## src/rtl/fb_arbiter_if.sv

```systemverilog
// fb_arbiter_if: signal bundle between the frame buffer arbiter, its three
// users (VGA scan-out, pixel writer, read-back port) and the single memory port.
interface fb_arbiter_if #(
    parameter int AW = 19,
    parameter int DW = 12
);
    // VGA scan-out
    logic          pixel_ce;
    logic [AW-1:0] vga_raddr;
    logic          vga_blank;
    logic [DW-1:0] vga_rdata;
    // Pixel writer
    logic          wr_valid;
    logic          wr_ready;
    logic [AW-1:0] wr_addr;
    logic [DW-1:0] wr_data;
    // Processor read-back
    logic          rd_valid;
    logic          rd_ready;
    logic [AW-1:0] rd_addr;
    logic          rd_rvalid;
    logic [DW-1:0] rd_rdata;
    // Memory port
    logic [AW-1:0] mem_addr;
    logic          mem_we;
    logic [DW-1:0] mem_wdata;
    logic [DW-1:0] mem_rdata;
    // Status
    logic          addr_err;

    // Arbiter side
    modport slave (
        output pixel_ce, vga_rdata,
        output wr_ready,
        output rd_ready, rd_rvalid, rd_rdata,
        output mem_addr, mem_we, mem_wdata,
        output addr_err,
        input  vga_raddr, vga_blank,
        input  wr_valid, wr_addr, wr_data,
        input  rd_valid, rd_addr,
        input  mem_rdata
    );

    // Client / memory side
    modport master (
        input  pixel_ce, vga_rdata,
        input  wr_ready,
        input  rd_ready, rd_rvalid, rd_rdata,
        input  mem_addr, mem_we, mem_wdata,
        input  addr_err,
        output vga_raddr, vga_blank,
        output wr_valid, wr_addr, wr_data,
        output rd_valid, rd_addr,
        output mem_rdata
    );
endinterface

```

## src/rtl/fb_arbiter.sv

```systemverilog
// fb_arbiter: time-division arbiter for a single-port frame buffer. A 4-phase
// counter derives the 25 MHz pixel enable; phase 0 belongs to VGA scan-out
// unless blanked, every other slot is shared round-robin by writer and read-back.
module fb_arbiter #(
    parameter int NPIX = 307200,
    parameter int AW   = 19,
    parameter int DW   = 12
) (
    input  logic         CLK100MHZ,
    input  logic         rst,        // asynchronous, active-low
    fb_arbiter_if.slave  bus
);

    typedef enum logic {
        GRANT_WR = 1'b0,
        GRANT_RD = 1'b1
    } grant_t;

    // One extra bit so the range check also works when NPIX == 2**AW.
    localparam logic [AW:0] NPIX_W = (AW+1)'(NPIX);

    logic [1:0]    r_phase;
    grant_t        r_last_grant;
    logic          r_vga_fetch;     // VGA read issued last cycle, data on mem_rdata now
    logic [DW-1:0] r_vga_rdata;
    logic          r_rd_pend;       // read-back accepted last cycle
    logic          r_rd_oor;        // ...and it was out of range
    logic          r_addr_err;
    logic [AW-1:0] r_mem_addr;      // last driven address, held through idle cycles
    logic [DW-1:0] r_mem_wdata;

    logic          w_vga_slot;
    logic          w_client_slot;
    logic          w_wr_grant;
    logic          w_rd_grant;
    logic          w_wr_oor;
    logic          w_rd_oor;
    logic [AW-1:0] w_mem_addr;
    logic          w_mem_we;
    logic [DW-1:0] w_mem_wdata;

    // Slot classification. Both slot types are qualified with rst so that no
    // grant, write strobe or address leaves the block while reset is asserted.
    assign w_vga_slot    = rst && (r_phase == 2'd0) && !bus.vga_blank;
    assign w_client_slot = rst && !((r_phase == 2'd0) && !bus.vga_blank);

    assign w_wr_oor = ({1'b0, bus.wr_addr} >= NPIX_W);
    assign w_rd_oor = ({1'b0, bus.rd_addr} >= NPIX_W);

    // Client grant: single requester wins outright, a tie goes to whoever was not served last.
    always_comb begin
        // NOTE: every combinational output gets a default first so no path leaves it unassigned (no latch).
        w_wr_grant = 1'b0;
        w_rd_grant = 1'b0;
        if (w_client_slot) begin
            if (bus.wr_valid && bus.rd_valid) begin
                if (r_last_grant == GRANT_RD) w_wr_grant = 1'b1;
                else                          w_rd_grant = 1'b1;
            end else begin
                w_wr_grant = bus.wr_valid;
                w_rd_grant = bus.rd_valid;
            end
        end
    end

    // Memory port drive: VGA slot, then the granted client, otherwise hold address/data with we low.
    always_comb begin
        w_mem_addr  = r_mem_addr;
        w_mem_we    = 1'b0;
        w_mem_wdata = r_mem_wdata;
        if (w_vga_slot) begin
            w_mem_addr = bus.vga_raddr;
        end else if (w_wr_grant) begin
            w_mem_addr  = bus.wr_addr;
            w_mem_we    = !w_wr_oor;
            w_mem_wdata = bus.wr_data;
        end else if (w_rd_grant) begin
            w_mem_addr = bus.rd_addr;
        end
    end

    // Free-running pixel phase counter.
    always_ff @(posedge CLK100MHZ or negedge rst) begin
        // NOTE: sequential state uses non-blocking assignments so every register samples pre-edge values.
        if (!rst) r_phase <= 2'd0;
        else      r_phase <= r_phase + 2'd1;
    end

    // Remember which client was served last for the round-robin tie-break.
    always_ff @(posedge CLK100MHZ or negedge rst) begin
        if (!rst)            r_last_grant <= GRANT_RD;
        else if (w_wr_grant) r_last_grant <= GRANT_WR;
        else if (w_rd_grant) r_last_grant <= GRANT_RD;
    end

    // Capture the scan-out pixel at the end of phase 1; during phase 1 it is bypassed straight from memory.
    always_ff @(posedge CLK100MHZ or negedge rst) begin
        if (!rst) begin
            r_vga_fetch <= 1'b0;
            r_vga_rdata <= '0;
        end else begin
            r_vga_fetch <= w_vga_slot;
            if (r_vga_fetch) r_vga_rdata <= bus.mem_rdata;
        end
    end

    // Read-back return pipeline: one cycle to line up with the synchronous memory.
    always_ff @(posedge CLK100MHZ or negedge rst) begin
        if (!rst) begin
            r_rd_pend <= 1'b0;
            r_rd_oor  <= 1'b0;
        end else begin
            r_rd_pend <= w_rd_grant;
            r_rd_oor  <= w_rd_grant && w_rd_oor;
        end
    end

    // Sticky out-of-range flag, set by any accepted request beyond the frame.
    always_ff @(posedge CLK100MHZ or negedge rst) begin
        if (!rst)
            r_addr_err <= 1'b0;
        else if ((w_wr_grant && w_wr_oor) || (w_rd_grant && w_rd_oor))
            r_addr_err <= 1'b1;
    end

    // Keep the last driven address and write data so idle cycles do not toggle the memory bus.
    always_ff @(posedge CLK100MHZ or negedge rst) begin
        if (!rst) begin
            r_mem_addr  <= '0;
            r_mem_wdata <= '0;
        end else begin
            r_mem_addr  <= w_mem_addr;
            r_mem_wdata <= w_mem_wdata;
        end
    end

    assign bus.pixel_ce  = (r_phase == 2'd3);
    assign bus.vga_rdata = r_vga_fetch ? bus.mem_rdata : r_vga_rdata;
    assign bus.wr_ready  = w_wr_grant;
    assign bus.rd_ready  = w_rd_grant;
    assign bus.rd_rvalid = r_rd_pend;
    assign bus.rd_rdata  = (r_rd_pend && !r_rd_oor) ? bus.mem_rdata : '0;
    assign bus.mem_addr  = w_mem_addr;
    assign bus.mem_we    = w_mem_we;
    assign bus.mem_wdata = w_mem_wdata;
    assign bus.addr_err  = r_addr_err;

endmodule

```

## src/flat_wrapper.sv

```systemverilog
// flat-port wrapper written by rule: the top's interface ports become plain ports
module fb_arbiter_flat 
#(
    parameter int NPIX = 307200,
    parameter int AW   = 19,
    parameter int DW   = 12
)
  (CLK100MHZ, rst, bus_pixel_ce, bus_vga_rdata, bus_wr_ready, bus_rd_ready, bus_rd_rvalid, bus_rd_rdata, bus_mem_addr, bus_mem_we, bus_mem_wdata, bus_addr_err, bus_vga_raddr, bus_vga_blank, bus_wr_valid, bus_wr_addr, bus_wr_data, bus_rd_valid, bus_rd_addr, bus_mem_rdata);
  fb_arbiter_if #(.AW(AW), .DW(DW)) bus_i ();
  input  logic CLK100MHZ;
  input  logic rst;
  output wire logic [$bits(bus_i.pixel_ce)-1:0] bus_pixel_ce;
  output wire logic [$bits(bus_i.vga_rdata)-1:0] bus_vga_rdata;
  output wire logic [$bits(bus_i.wr_ready)-1:0] bus_wr_ready;
  output wire logic [$bits(bus_i.rd_ready)-1:0] bus_rd_ready;
  output wire logic [$bits(bus_i.rd_rvalid)-1:0] bus_rd_rvalid;
  output wire logic [$bits(bus_i.rd_rdata)-1:0] bus_rd_rdata;
  output wire logic [$bits(bus_i.mem_addr)-1:0] bus_mem_addr;
  output wire logic [$bits(bus_i.mem_we)-1:0] bus_mem_we;
  output wire logic [$bits(bus_i.mem_wdata)-1:0] bus_mem_wdata;
  output wire logic [$bits(bus_i.addr_err)-1:0] bus_addr_err;
  input wire logic [$bits(bus_i.vga_raddr)-1:0] bus_vga_raddr;
  input wire logic [$bits(bus_i.vga_blank)-1:0] bus_vga_blank;
  input wire logic [$bits(bus_i.wr_valid)-1:0] bus_wr_valid;
  input wire logic [$bits(bus_i.wr_addr)-1:0] bus_wr_addr;
  input wire logic [$bits(bus_i.wr_data)-1:0] bus_wr_data;
  input wire logic [$bits(bus_i.rd_valid)-1:0] bus_rd_valid;
  input wire logic [$bits(bus_i.rd_addr)-1:0] bus_rd_addr;
  input wire logic [$bits(bus_i.mem_rdata)-1:0] bus_mem_rdata;
  assign bus_pixel_ce = bus_i.pixel_ce;
  assign bus_vga_rdata = bus_i.vga_rdata;
  assign bus_wr_ready = bus_i.wr_ready;
  assign bus_rd_ready = bus_i.rd_ready;
  assign bus_rd_rvalid = bus_i.rd_rvalid;
  assign bus_rd_rdata = bus_i.rd_rdata;
  assign bus_mem_addr = bus_i.mem_addr;
  assign bus_mem_we = bus_i.mem_we;
  assign bus_mem_wdata = bus_i.mem_wdata;
  assign bus_addr_err = bus_i.addr_err;
  assign bus_i.vga_raddr = bus_vga_raddr;
  assign bus_i.vga_blank = bus_vga_blank;
  assign bus_i.wr_valid = bus_wr_valid;
  assign bus_i.wr_addr = bus_wr_addr;
  assign bus_i.wr_data = bus_wr_data;
  assign bus_i.rd_valid = bus_rd_valid;
  assign bus_i.rd_addr = bus_rd_addr;
  assign bus_i.mem_rdata = bus_mem_rdata;
  fb_arbiter #(.NPIX(NPIX), .AW(AW), .DW(DW)) u_core (.CLK100MHZ(CLK100MHZ), .rst(rst), .bus(bus_i));
endmodule
```

## config.mk

```make
export PLATFORM = sky130hd
export DESIGN_NAME = fb_arbiter_flat
export DESIGN_NICKNAME = d
export VERILOG_FILES = /design/src/rtl/fb_arbiter_if.sv /design/src/rtl/fb_arbiter.sv /design/src/flat_wrapper.sv
export SDC_FILE = /design/constraint.sdc
export NUM_CORES = 1
export LEC_CHECK = 0
export ABC_AREA = 1
export CORE_MARGIN = 4
export CORE_UTILIZATION = 39
export CTS_BUF_LIST = sky130_fd_sc_hd__clkbuf_2
export DETAILED_ROUTE_END_ITERATION = 8
export GPL_TIMING_DRIVEN = 0
export PLACE_DENSITY = 0.82
export SYNTH_ARGS = -nofsm -noshare
export SYNTH_HDL_FRONTEND = slang
export SYNTH_SLANG_ARGS = --single-unit
```

## constraint.sdc

```tcl
create_clock -name CLK100MHZ -period 2.1 [get_ports CLK100MHZ]
set_input_delay 0.315 -clock CLK100MHZ [delete_from_list [all_inputs] [get_ports CLK100MHZ]]
set_output_delay 0.315 -clock CLK100MHZ [all_outputs]
set_load 0.05 [all_outputs]
```

* Word level (Yosys, flattened, before mapping)
Cells that the tools add are included.
** Word-level totals
- Bits in registers :: 50
- Bits of input ports :: 86
** Cells by class
- $add $sub $neg :: 1
- $lt $le $gt $ge :: 2
- Equal/unequal tests :: 1
- Mux-type cells :: 17
- Reductions and logical operators :: 15
** Operators by type and width (count)
- $mux W19 :: 3
- $mux W12 :: 4
- $ge A19 B19 Y1 const B :: 2
- $mux W1 :: 10
- $logic_and A1 B1 Y1 :: 8
- $logic_not A1 Y1 :: 4
- $add A2 B1 Y2 const B :: 1
- $eq A2 B2 Y1 const B :: 1
- $logic_not A2 Y1 :: 1
- $reduce_bool A2 Y1 :: 1
- $logic_or A1 B1 Y1 :: 1

* Depth between registers and ports, before layout
- Depth after elaboration :: 8
- Depth in mapped cells :: 10
- Mapped depth without buffers :: 9

* Least setup slack after synthesis
OpenSTA, ideal clock, no wires.
- Path type :: reg-to-output
- Start point :: register u_core.r_phase[0]
- End point :: output bus_mem_addr[11]
- Arrival :: 1.941 ns
- Slack :: -0.156 ns
- Stages on the path, launching flop included :: 10
- Cells stage by stage :: dfrtp_1 > inv_1 > ha_1 > nand2_4 > nand2_4 > nor2_8 > inv_4 > buf_6 > nand3_1 > a21oi_1
** On the way
- Cells in the longest elaborated chain, start to end :: 8
** Ends and longest elaborated chain
- from (decl) :: RTL line fb_arbiter.sv:22 : logic [1:0] r_phase;
- from (signal assigned) :: RTL line fb_arbiter.sv:86 : else r_phase <= r_phase + 2'd1;
- $logic_not A2 Y1 (*) :: RTL line fb_arbiter.sv:44, fb_arbiter.sv:45
- $logic_and A1 B1 Y1 :: RTL line fb_arbiter.sv:45 : assign w_client_slot = rst && !((r_phase == 2'd0) && !bus.vga_blank);
- $logic_not A1 Y1 :: RTL line fb_arbiter.sv:45
- $logic_and A1 B1 Y1 :: RTL line fb_arbiter.sv:45
- $mux W1 :: RTL line fb_arbiter.sv:55 : if (w_client_slot) begin
- $mux W19 :: RTL line fb_arbiter.sv:77 : end else if (w_rd_grant) begin
- $mux W19 :: RTL line fb_arbiter.sv:73 : end else if (w_wr_grant) begin
- $mux W19 (*) :: RTL line fb_arbiter.sv:71 : if (w_vga_slot) begin
- to (decl) :: RTL line flat_wrapper.sv:18 : output wire logic [$bits(bus_i.mem_addr)-1:0] bus_mem_addr;
Mark *: on every way between the ends. The rest lies on a longest branch, timed or not.

* Final worst setup path
- Start point :: register u_core.r_phase[0]
- End point :: output bus_mem_addr[2]
The elaborated chain is that of the path after synthesis.

==> results_dict.tcl <==
set metrics [dict create \
    die_w_um 88.8 \
    p_leak_nw 2.46 \
    cts.sinks 50 \
    gp_congestion 0.800 \
    antenna_found_initial 0 \
    fillers 422 \
    grt_max_degree 23 \
    antenna_cells 0 \
    drc 0 \
    final_layout_size_suffix_gt1_share_pct 35.1 \
    ys_top_cells_by_area "dfrtp_1 (48%), nand2_1 (19%), a21oi_1 (7.1%), inv_1 (5.9%), nand3_1 (4.3%)" \
    yosysTopAreaCell "dfrtp_1" \
    synth-seq-cells 50 \
    ys.warnings.count 0 \
    maxSlewViolCount 0 \
    cp_max_fo 5 \
    ir_drop_uv 524 \
    syn-num-nets 427 \
    grt_usage_pct 22.9 \
    netlist_instances 339 \
    synth_edf_count 0 \
    routed_wirelength_um 9670 \
    synthFlopType "dfrtp_1" \
    worst_path_max_delay_cell "dfrtp_1" \
    ys_seq_area_share_pct 49.2 \
    ff2ff_setup_slack_ns -0.26 \
    power.density_mw_per_mm2 753 \
    clk_pin_slew_ns 0.28 \
    area_delta_synth_final_pct 93.7 \
    path_common_cell "nand2_2" \
    cp_top_family "buffers and inverters" \
    core-area_mm2 0.00635 \
    crit_required_ns 1.78 \
    drt-wirelength-per-cell_um 15.9 \
    cp_slowest_stage_delay_ns 0.46 \
    skew_ns 0.0263 \
    netlist_area_mm2 0.00254 \
    cts_tree "done" \
    hold_depth 3 \
    crit_chain "inv_2 -> ha_4 -> nand2_4 -> nand2_8 -> nor2_8 -> buf_6 -> buf_16 -> a21oi_4 -> nand2_2 -> nand2_2 -> buf_8" \
    ys_types 22 \
    grt_overflow 0 \
    fin_tns_setup_ns -8.41 \
    worst_slew_pin_slew_ns 0.983 \
    cts_buffers 5 \
    avgSynthCellArea_um2 7.50 \
    hold_viol 0 \
    worstSetupEndpointType "output pin" \
    die-area_mm2 0.00788 \
    nets 617 \
    reg2reg_to "u_core.r_mem_addr[18]$_DFF_PN0_" \
    setup_ws_ns -0.318 \
    max_cap_violations 0 \
    fin_crit_ns 2.42 \
    dp_hpwl_um 6160 \
    crit_path_start_kind "flip-flop" \
    pin_count 147 \
    violations "setup timing" \
    crit_arrival_ns 2.10 \
    cts_root_buf "clkbuf_2" \
    fin_crit_sh_pct 115 \
    setup_viol 34 \
    num_rows 29 \
    drtAntennaViolNets 0 \
    critical_path_class "reg2out" \
    hold_start "bus_wr_data[9]" \
    placed_cell_area_mm2 0.00413 \
    synth_async_sr_flop_share_pct 100 \
    viasPerCell 4.82 \
    min_path_type "in2reg" \
    port_buffers 146 \
    rr_worst_depth 17 \
    slew_headroom_pct 34.2 \
    grt_pass1_vias 2992 \
    start_util_pct 40.1 \
    synthMostInstantiatedCell "nand2_1" \
    hold_end "u_core.r_mem_wdata[9]$_DFF_PN0_" \
    vias 2926 \
    htreeDepth 2 \
    synth_top_cells_by_count "nand2_1 (129), dfrtp_1 (49), inv_1 (40)" \
    cp.buffers_inverters 4 \
    status "finished with violations" \
    grt_pass1_wl_um 13900 \
    drt_iter0_markers 112 \
    clk-insertion-delay-late_ns 0.45 \
    design_area_mm2 0.00493 \
    netlist.area_leader.share_pct 48.2 \
    first_pass_iters 4 \
    rsz0062_at_grt "true" \
    crit-reg2reg-launch "u_core.r_phase[0]$_DFF_PN0_" \
    cts_buffer_depth 2 \
    max_freq_mhz 414 \
    die_h_um 88.8 \
]
sequential cells by signal, indices dropped and copies added (netlist names):
signal	cells
u_core.bus.addr_err	1
u_core.bus.rd_rvalid	1
u_core.r_rd_oor	1
u_core.r_mem_wdata	12
u_core.r_mem_addr	19
u_core.r_phase	2
u_core.r_vga_fetch	1
u_core.r_vga_rdata	12
u_core.r_last_grant	1
placed cells by master, fill, tap and decap left out, types with 2 or more instances in the layout:
| cell type | count |
|---|---|
| nand2_1 | 94 |
| nand2_4 | 2 |
| buf_16 | 2 |
| clkbuf_4 | 2 |
| dfrtp_1 | 48 |
| nand3_1 | 20 |
| clkbuf_2 | 9 |
| nand2_2 | 35 |
| clkdlybuf4s50_1 | 86 |
| buf_12 | 6 |
| buf_4 | 30 |
| a21oi_2 | 17 |
| buf_6 | 13 |
| buf_8 | 33 |
| dlygate4sd3_1 | 4 |
| o21ai_0 | 3 |
| inv_2 | 6 |
| a21oi_1 | 19 |
| nand3_2 | 2 |
| clkdlybuf4s18_2 | 3 |
| dlygate4sd2_1 | 3 |
| inv_1 | 37 |
| nor2_8 | 2 |
| nor2_1 | 27 |
| buf_2 | 10 |
| inv_6 | 2 |
| clkdlybuf4s15_2 | 3 |
cell type report:
type / instances / area [um^2] / area share (%)
clock buffers: 5 / 25.0 / 0.508
inverters: 44 / 170 / 3.45
flip-flops and latches: 50 / 1250 / 25.4
multi-input cells: 229 / 1220 / 24.8
plain buffers: 16 / 175 / 3.56
clock inverters: 3 / 43.8 / 0.889
well taps: 77 / 96.3 / 1.96
repair buffers: 183 / 1940 / 39.4
worst max-delay path by stage:
stage | cells past startpoint | slack, ns | start | to
3_5_place_dp | 9 | -0.95 | rst | bus_mem_addr[1]
4_1_cts | 9 | -0.26 | u_core.r_last_grant$_DFFE_PN1P_ | bus_mem_addr[3]
6_report | 11 | -0.32 | u_core.r_phase[0]$_DFF_PN0_ | bus_mem_addr[2]
2_1_floorplan | 8 | 0.03 | u_core.r_phase[0]$_DFF_PN0_ | bus_mem_wdata[10]
5_1_grt | 11 | -0.44 | u_core.r_phase[0]$_DFF_PN0_ | bus_mem_addr[7]
3_3_place_gp | 9 | -2.58 | rst | bus_mem_addr[15]
stage by stage:
step	power (mW)	hold WS (ns)	utilization, %	worst slack [ns]	instances
global route	3.88	0.362	77.6	-0.440	607
finish	3.71	0.398	77.6	-0.318	607
global placement	2.74	0.430	64.7	-2.58	562
CTS	3.51	0.372	73.6	-0.258	597
detailed placement	2.77	0.295	65.0	-0.949	563
floorplan	2.15	0.0194	-	0.0343	339
logic make-up (layout without fill, tap and decap cells):
logic type / Yosys count / after routing / synth area share (%)
buffers and inverters: 60 / 251 / 10.8
AOI/OAI and AO/OA: 40 / 40 / 8.02
adders and majority gates: 2 / 2 / 0.984
DFF: 50 / 50 / 49.2
and+or+nand+nor: 187 / 187 / 31.0
worst min-delay path: cells and delay by family:
family	cells	cell delay [ns]
buffers and inverters	1	0.39
AND/OR/NAND/NOR	2	0.14
power breakdown:
part	leakage [nW]	internal [mW]	total (mW)	switching (mW)
Clock	0.0433	0.204	0.525	0.321
Sequential	0.586	1.12	1.17	0.0478
Combinational	1.83	0.845	2.01	1.17
layer usage:
metal,up-vias,wire (um),track usage (%)
met1,1359,3570,26.2
met4,0,133,6.18
met5,-,0,0
li1,1413,-,-
met2,142,4990,40.6
met3,12,972,7.73
what timing repair did:
item                                    4_1_cts  5_1_grt
buffers inserted                             19       10
endpoints found under the setup margin       59       52
hold buffers                                  4        0
hold endpoints to repair                     27        0
pin swaps                                    15       25
resized for setup                           387       85
gates cloned                                  3        0
No activity file was read; power rests on OpenSTA's default activity.
